### src/rtl/fifo_rd_drain.sv
// Read-side adapter: pops a one-cycle-latency FIFO into a 2-entry buffer and
// presents words on a valid/ready stream, counting delivered words.
module fifo_rd_drain #(
  parameter int unsigned DATA_WIDTH = 8,
  parameter int unsigned DEPTH      = 8,
  parameter int unsigned CNT_W      = 16
) (
  input  logic                  clk,
  input  logic                  rst,
  input  logic                  fifo_empty,
  output logic                  fifo_rd_en,
  input  logic [DATA_WIDTH-1:0] fifo_dout,
  output logic                  m_valid,
  output logic [DATA_WIDTH-1:0] m_data,
  input  logic                  m_ready,
  output logic [CNT_W-1:0]      word_cnt,
  output logic                  busy
);

  // DEPTH describes the attached FIFO only; nothing here is sized by it.
  if (DEPTH == 0) begin : g_depth_unused
  end

  logic [1:0]            occ_q, occ_d, occ_sh;
  logic                  inflight_q, inflight_d;
  logic [DATA_WIDTH-1:0] head_q, head_d;
  logic [DATA_WIDTH-1:0] tail_q, tail_d;
  logic                  m_valid_q, m_valid_d;
  logic [CNT_W-1:0]      cnt_q, cnt_d;
  logic                  busy_q, busy_d;
  logic                  hs_c;
  logic                  rd_en_c;
  logic [2:0]            lvl_c;

  // Pop whenever the buffer plus the word in flight leaves room after this handshake.
  always_comb begin
    hs_c    = m_valid_q && m_ready;
    lvl_c   = 3'(occ_q) + 3'(inflight_q) - 3'(hs_c);
    rd_en_c = !rst && !fifo_empty && (lvl_c < 3'd2);
  end

  assign fifo_rd_en = rd_en_c;

  // Retire the head on a handshake, then land any arriving word in the first free slot.
  always_comb begin
    head_d     = head_q;
    tail_d     = tail_q;
    occ_sh     = occ_q;
    if (hs_c) begin
      occ_sh = occ_q - 2'd1;
      if (occ_q == 2'd2) begin
        head_d = tail_q;
      end
    end
    if (inflight_q) begin
      if (occ_sh == 2'd0) begin
        head_d = fifo_dout;
      end else begin
        tail_d = fifo_dout;
      end
    end
    occ_d      = occ_sh + 2'(inflight_q);
    inflight_d = rd_en_c;
    m_valid_d  = (occ_d != 2'd0);
    cnt_d      = hs_c ? cnt_q + CNT_W'(1) : cnt_q;
    busy_d     = (occ_d != 2'd0) || inflight_d;
  end

  always_ff @(posedge clk) begin
    if (rst) begin
      occ_q      <= 2'd0;
      inflight_q <= 1'b0;
      head_q     <= '0;
      tail_q     <= '0;
      m_valid_q  <= 1'b0;
      cnt_q      <= '0;
      busy_q     <= 1'b0;
    end else begin
      occ_q      <= occ_d;
      inflight_q <= inflight_d;
      head_q     <= head_d;
      tail_q     <= tail_d;
      m_valid_q  <= m_valid_d;
      cnt_q      <= cnt_d;
      busy_q     <= busy_d;
    end
  end

  assign m_valid  = m_valid_q;
  assign m_data   = head_q;
  assign word_cnt = cnt_q;
  assign busy     = busy_q;

endmodule

### config.mk
export PLATFORM = sky130hd
export DESIGN_NAME = fifo_rd_drain
export DESIGN_NICKNAME = d
export VERILOG_FILES = /design/src/rtl/fifo_rd_drain.sv
export SDC_FILE = /design/constraint.sdc
export NUM_CORES = 1
export LEC_CHECK = 0
export ABC_AREA = 1
export CAP_MARGIN = 20
export CORE_MARGIN = 2
export CORE_UTILIZATION = 40
export CTS_CLUSTER_DIAMETER = 80
export DETAILED_ROUTE_END_ITERATION = 10
export GPL_ROUTABILITY_DRIVEN = 0
export PLACE_DENSITY_LB_ADDON = 0.1
export SYNTH_ARGS = -nofsm -noshare
export SYNTH_HDL_FRONTEND = slang
export SYNTH_SLANG_ARGS = --single-unit
### constraint.sdc
create_clock -name clk -period 3.56 [get_ports clk]
set_input_delay 1.068 -clock clk [delete_from_list [all_inputs] [get_ports clk]]
set_output_delay 1.068 -clock clk [all_outputs]
set_load 0.02 [all_outputs]
==> results of run 1 <==
-- layer usage --
layer | GRT usage | up-vias | wire (um)
met2 | 0.235 | 37 | 1660
met4 | 0.0566 | 0 | 48
met3 | 0.0556 | 4 | 184
met5 | 0 | - | 0
met1 | 0.229 | 699 | 1910
li1 | - | 874 | -
-- cells by family after synthesis --
group / after synthesis / share of synthesized area
AO/OA/AOI/OAI: 31 / 0.0949
AND/OR/NAND/NOR: 135 / 0.340
buffers and inverters: 37 / 0.0914
XOR/XNOR: 3 / 0.0253
adder cells (fa/ha/maj): 4 / 0.0324
flip-flops: 37 / 0.416
-- critical path, cell delays in order --
cell and delay [ns]:
clkbuf_2 0.09, nand2_2 0.10, inv_2 0.07, nor2_4 0.08, o21ai_2 0.06, fa_1 0.48, nand2_1 0.06, nor2_1 0.08
nand2_1 0.08, inv_2 0.06, buf_6 0.10
-- cells in the final DEF, fill, tap and decap left out --
cell,n
a21oi_1,18
and3_1,1
buf_4,8
buf_6,1
clkbuf_2,1
clkbuf_8,7
clkdlybuf4s50_1,36
clkinv_2,1
dfxtp_1,37
fa_1,1
ha_1,3
inv_1,26
inv_2,2
nand2_1,55
nand2_2,2
nand2_4,1
nand3_1,26
nand3_2,2
nand3_4,1
nand4_1,4
nor2_1,37
nor2_2,2
nor2_4,3
nor3_1,1
o211ai_1,1
o21a_1,2
o21ai_0,7
o21ai_2,2
o21bai_1,1
xnor2_1,1
xor2_1,1
xor2_4,1
-- stage by stage --
| step | setup slack [ns] | cell area [um2] |
|---|---|---|
| after floorplan | 0.0110 | 1780 |
| after global placement | -0.683 | 2220 |
| after detailed placement | -0.699 | 2220 |
| after CTS | 0.00820 | 2340 |
| after global routing | 0.0567 | 2340 |
| final | 0.164 | 2340 |
-- flip-flops by register name, summed over array words and instances (netlist names) --
register and cells:
busy 1, inflight_q 1, m_data 8, m_valid 1
occ_q 2, tail_q 8, word_cnt 16
-- area by class of cell --
type / instances / area [um2] / share of cell area
clock inverter: 1 / 5.00 / 0.00214
clock buffer: 7 / 96.3 / 0.0411
tap: 52 / 65.1 / 0.0278
timing repair buffer: 46 / 437 / 0.186
multi-input combinational: 173 / 895 / 0.382
sequential: 37 / 741 / 0.316
inverter: 28 / 105 / 0.0448
-- cells in the mapped netlist, types with 2 or more instances --
cell type and n:
nand2_2 2, ha_1 3, nor2_2 2, nand3_2 2, a21oi_1 18, dfxtp_1 37, inv_1 28, o21ai_0 8
nand4_1 4, nand2_1 55, clkbuf_1 5, o21a_1 2, buf_6 3, nand3_1 26, nor2_1 39
-- repair_timing --
item,CTS,global route
pin swaps,7,6
buffers inserted,1,0
setup endpoints to repair,1,1
resized for setup,14,2
hold endpoints to repair,0,0
-- where the power goes --
part           internal, mW  leakage (nW)  switching, mW
clock network         0.175        0.0542          0.149
registers             0.480         0.300         0.0484
logic                 0.224         0.610          0.314
-- worst max path at each step --
stage	start	endpoint	slack (ns)	depth (start not counted)
after floorplan	m_ready	fifo_rd_en	0.01	11
after global placement	m_ready	fifo_rd_en	-0.68	10
after detailed placement	m_ready	fifo_rd_en	-0.70	10
after CTS	m_ready	fifo_rd_en	0.008	11
after global routing	m_ready	fifo_rd_en	0.06	11
final	m_ready	fifo_rd_en	0.16	11
==> results by stage, run 1 <==
Critical path:
- STA classifies the critical path endpoint as an output port.
- For the worst setup path, the data arrival time is approximately 2.3 ns.
- The worst reg2reg path depth is 12.
- The worst register-to-register path has a setup slack of 1.82 ns.
- The worst setup path is launched from an input port.
- In this run the worst path has a maximum fanout of 3.
- The kind of critical path is input port to output port.
- For the worst setup path, the data required time is 2.49 ns.
- The startpoint of the worst-slack reg-to-reg timing path is m_valid.
- The worst register-to-register path ends at busy.

Logic synthesis:
- Counting flops and latches in the post-synthesis netlist gives 37.
- The count of synthesis-stage warnings from yosys is 0.
- The total nets after synthesis is 263.
- Among all flip-flop cells after synthesis, the most frequent one is dfxtp_1.
- Synthesis produced a netlist whose cell count is about 250.
- The register area share after synthesis is 0.416.
- The post-synth design cell area is 1780 um2.
- The count of unique library cells instantiated by Yosys is 28.
- In this run, synthesis inferred 0 flip-flops with an integrated enable.
- After synthesis, the mean cell area works out to approximately 7.2 um2.
- Counting flops with an async set or reset pin after synthesis yields a share of 0.
- The area share of the leading cell type in the synthesized netlist is 0.416.
- The largest area contributor in the synthesized netlist is dfxtp_1.
- In the post-synthesis netlist, the biggest area contributors are dfxtp_1 42%, nand2_1 12%, nor2_1 8.2%.

Min path:
- The tightest min-delay check is of the flop to flop type.
- The worst hold path stage count is 2.
- The source of the worst hold timing path is tail_q[1].
- The worst hold path terminates at tail_q[1].

Power and ir drop:
- The power density over the cells is between 500 and 600 nW/um2.
- The worst ir drop on vdd is 0.416 mV.
- The total chip power is 1.39 mW.
- The static power due to leakage is about 0.96 nW.

Floorplan:
- The core region is 4320 um2.
- The die width is between 70 and 80 um.
- In this run the core area contains 24 standard-cell rows.
- The initial core utilization is 0.411.
- The vertical die dimension is 70.7 um.
- The number of placed I/O pins is 39.
- The floorplan step defined a die boundary enclosing 5000 um2.

Global routing:
- Global routing finished with a remaining overflow of 0.
- The first global-routing pass estimated 6520 um of wire.
- The initial antenna violation count is 0.
- The number of global-route vias before repair is roughly 1,400.
- Entering global routing, the biggest net connects 20 pins.
- The combined global-route utilization of all metal layers is 0.163.

Finish:
- The number of filler instances in the final layout is 449.
- The net count reported at finish is 307.
- 0 antenna diodes ended up in the layout.
- The share of post-route cells with drive strength above 1 is 0.116.
- The area growth from synthesis to layout is 31.7%.
- Measured on the finished design, the core utilization comes to 0.542.
- For this run, the number of standard cells in the final layout without fillers is 344.

Detailed routing:
- The number of nets with antenna violations after routing is 0.
- After detailed routing, the number of remaining DRC violations is 0.
- The first detailed-routing pass took 4 iterations.
- The number of vias per cell is 4.69.
- The final layout contains routed wiring with a total length of 3800 um.
- The first routing iteration left 144 violations.
- In the final routed layout, each cell accounts on average for about 11 um.
- The via count is 1,614.

Clocking:
- The CTS tree is done.
- The cell chosen for the clock root is clkbuf_8.
- The latest clock arrival within the worst-skew pair is 0.29 ns.
- After clock tree synthesis, the clock-pin slew on the worst setup and hold paths is 0.07 ns.
- The clock tree synthesis step divided the H-tree into 2 levels.
- The number of buffers on the longest clock path is 2.
- The tree built by TritonCTS fans out to 37 sinks.
- TritonCTS created 5 clock buffers.
- Buffers inserted to repair hold after CTS numbered 0.

Timing:
- Dividing the final minimum period by the clock period gives 0.954.
- The worst slew slack as a fraction of its limit is 0.767.
- The slew at the pin closest to its max-slew limit is 0.349 ns.
- Setup repair after global routing left no endpoint under its margin.
- Setup violations remaining at the end of the flow were counted as 0.
- The maximum clock rate is 0.294 GHz.
- The final max-slew violation count is 0.
- Adding up every negative setup slack in the final design gives 0 ns.
- The worst path needs 3.40 ns of the cycle, external delays included.
- For the final database, setup skew stands at 0.00417 ns.
- The final-report hold violation count is 0.
- Across all hold checks on the routed design, the worst slack comes to 0.464 ns.

Outcome:
- The flow ran to the end, and the final reports show no timing, DRC or antenna violations.

Place:
- The number of placed instances with taps included is 335.
- Port buffering added 38 buffers.
- Detailed placement finished with a half-perimeter wire length of roughly 2600 um.

Job:
- Max-cap violations in this run came to 0.
No activity file was read; power rests on OpenSTA's default activity.
==> inputs of run 2 (changes only) <==
--- a/config.mk
+++ b/config.mk
@@ -12,6 +12,7 @@
 export CTS_CLUSTER_DIAMETER = 80
 export DETAILED_ROUTE_END_ITERATION = 10
 export GPL_ROUTABILITY_DRIVEN = 0
+export HOLD_SLACK_MARGIN = 0.03
 export PLACE_DENSITY_LB_ADDON = 0.1
 export SYNTH_ARGS = -nofsm -noshare
 export SYNTH_HDL_FRONTEND = slang
==> results of run 2 <==
No change in the layout: final DEF, timing and power equal those of run 1.
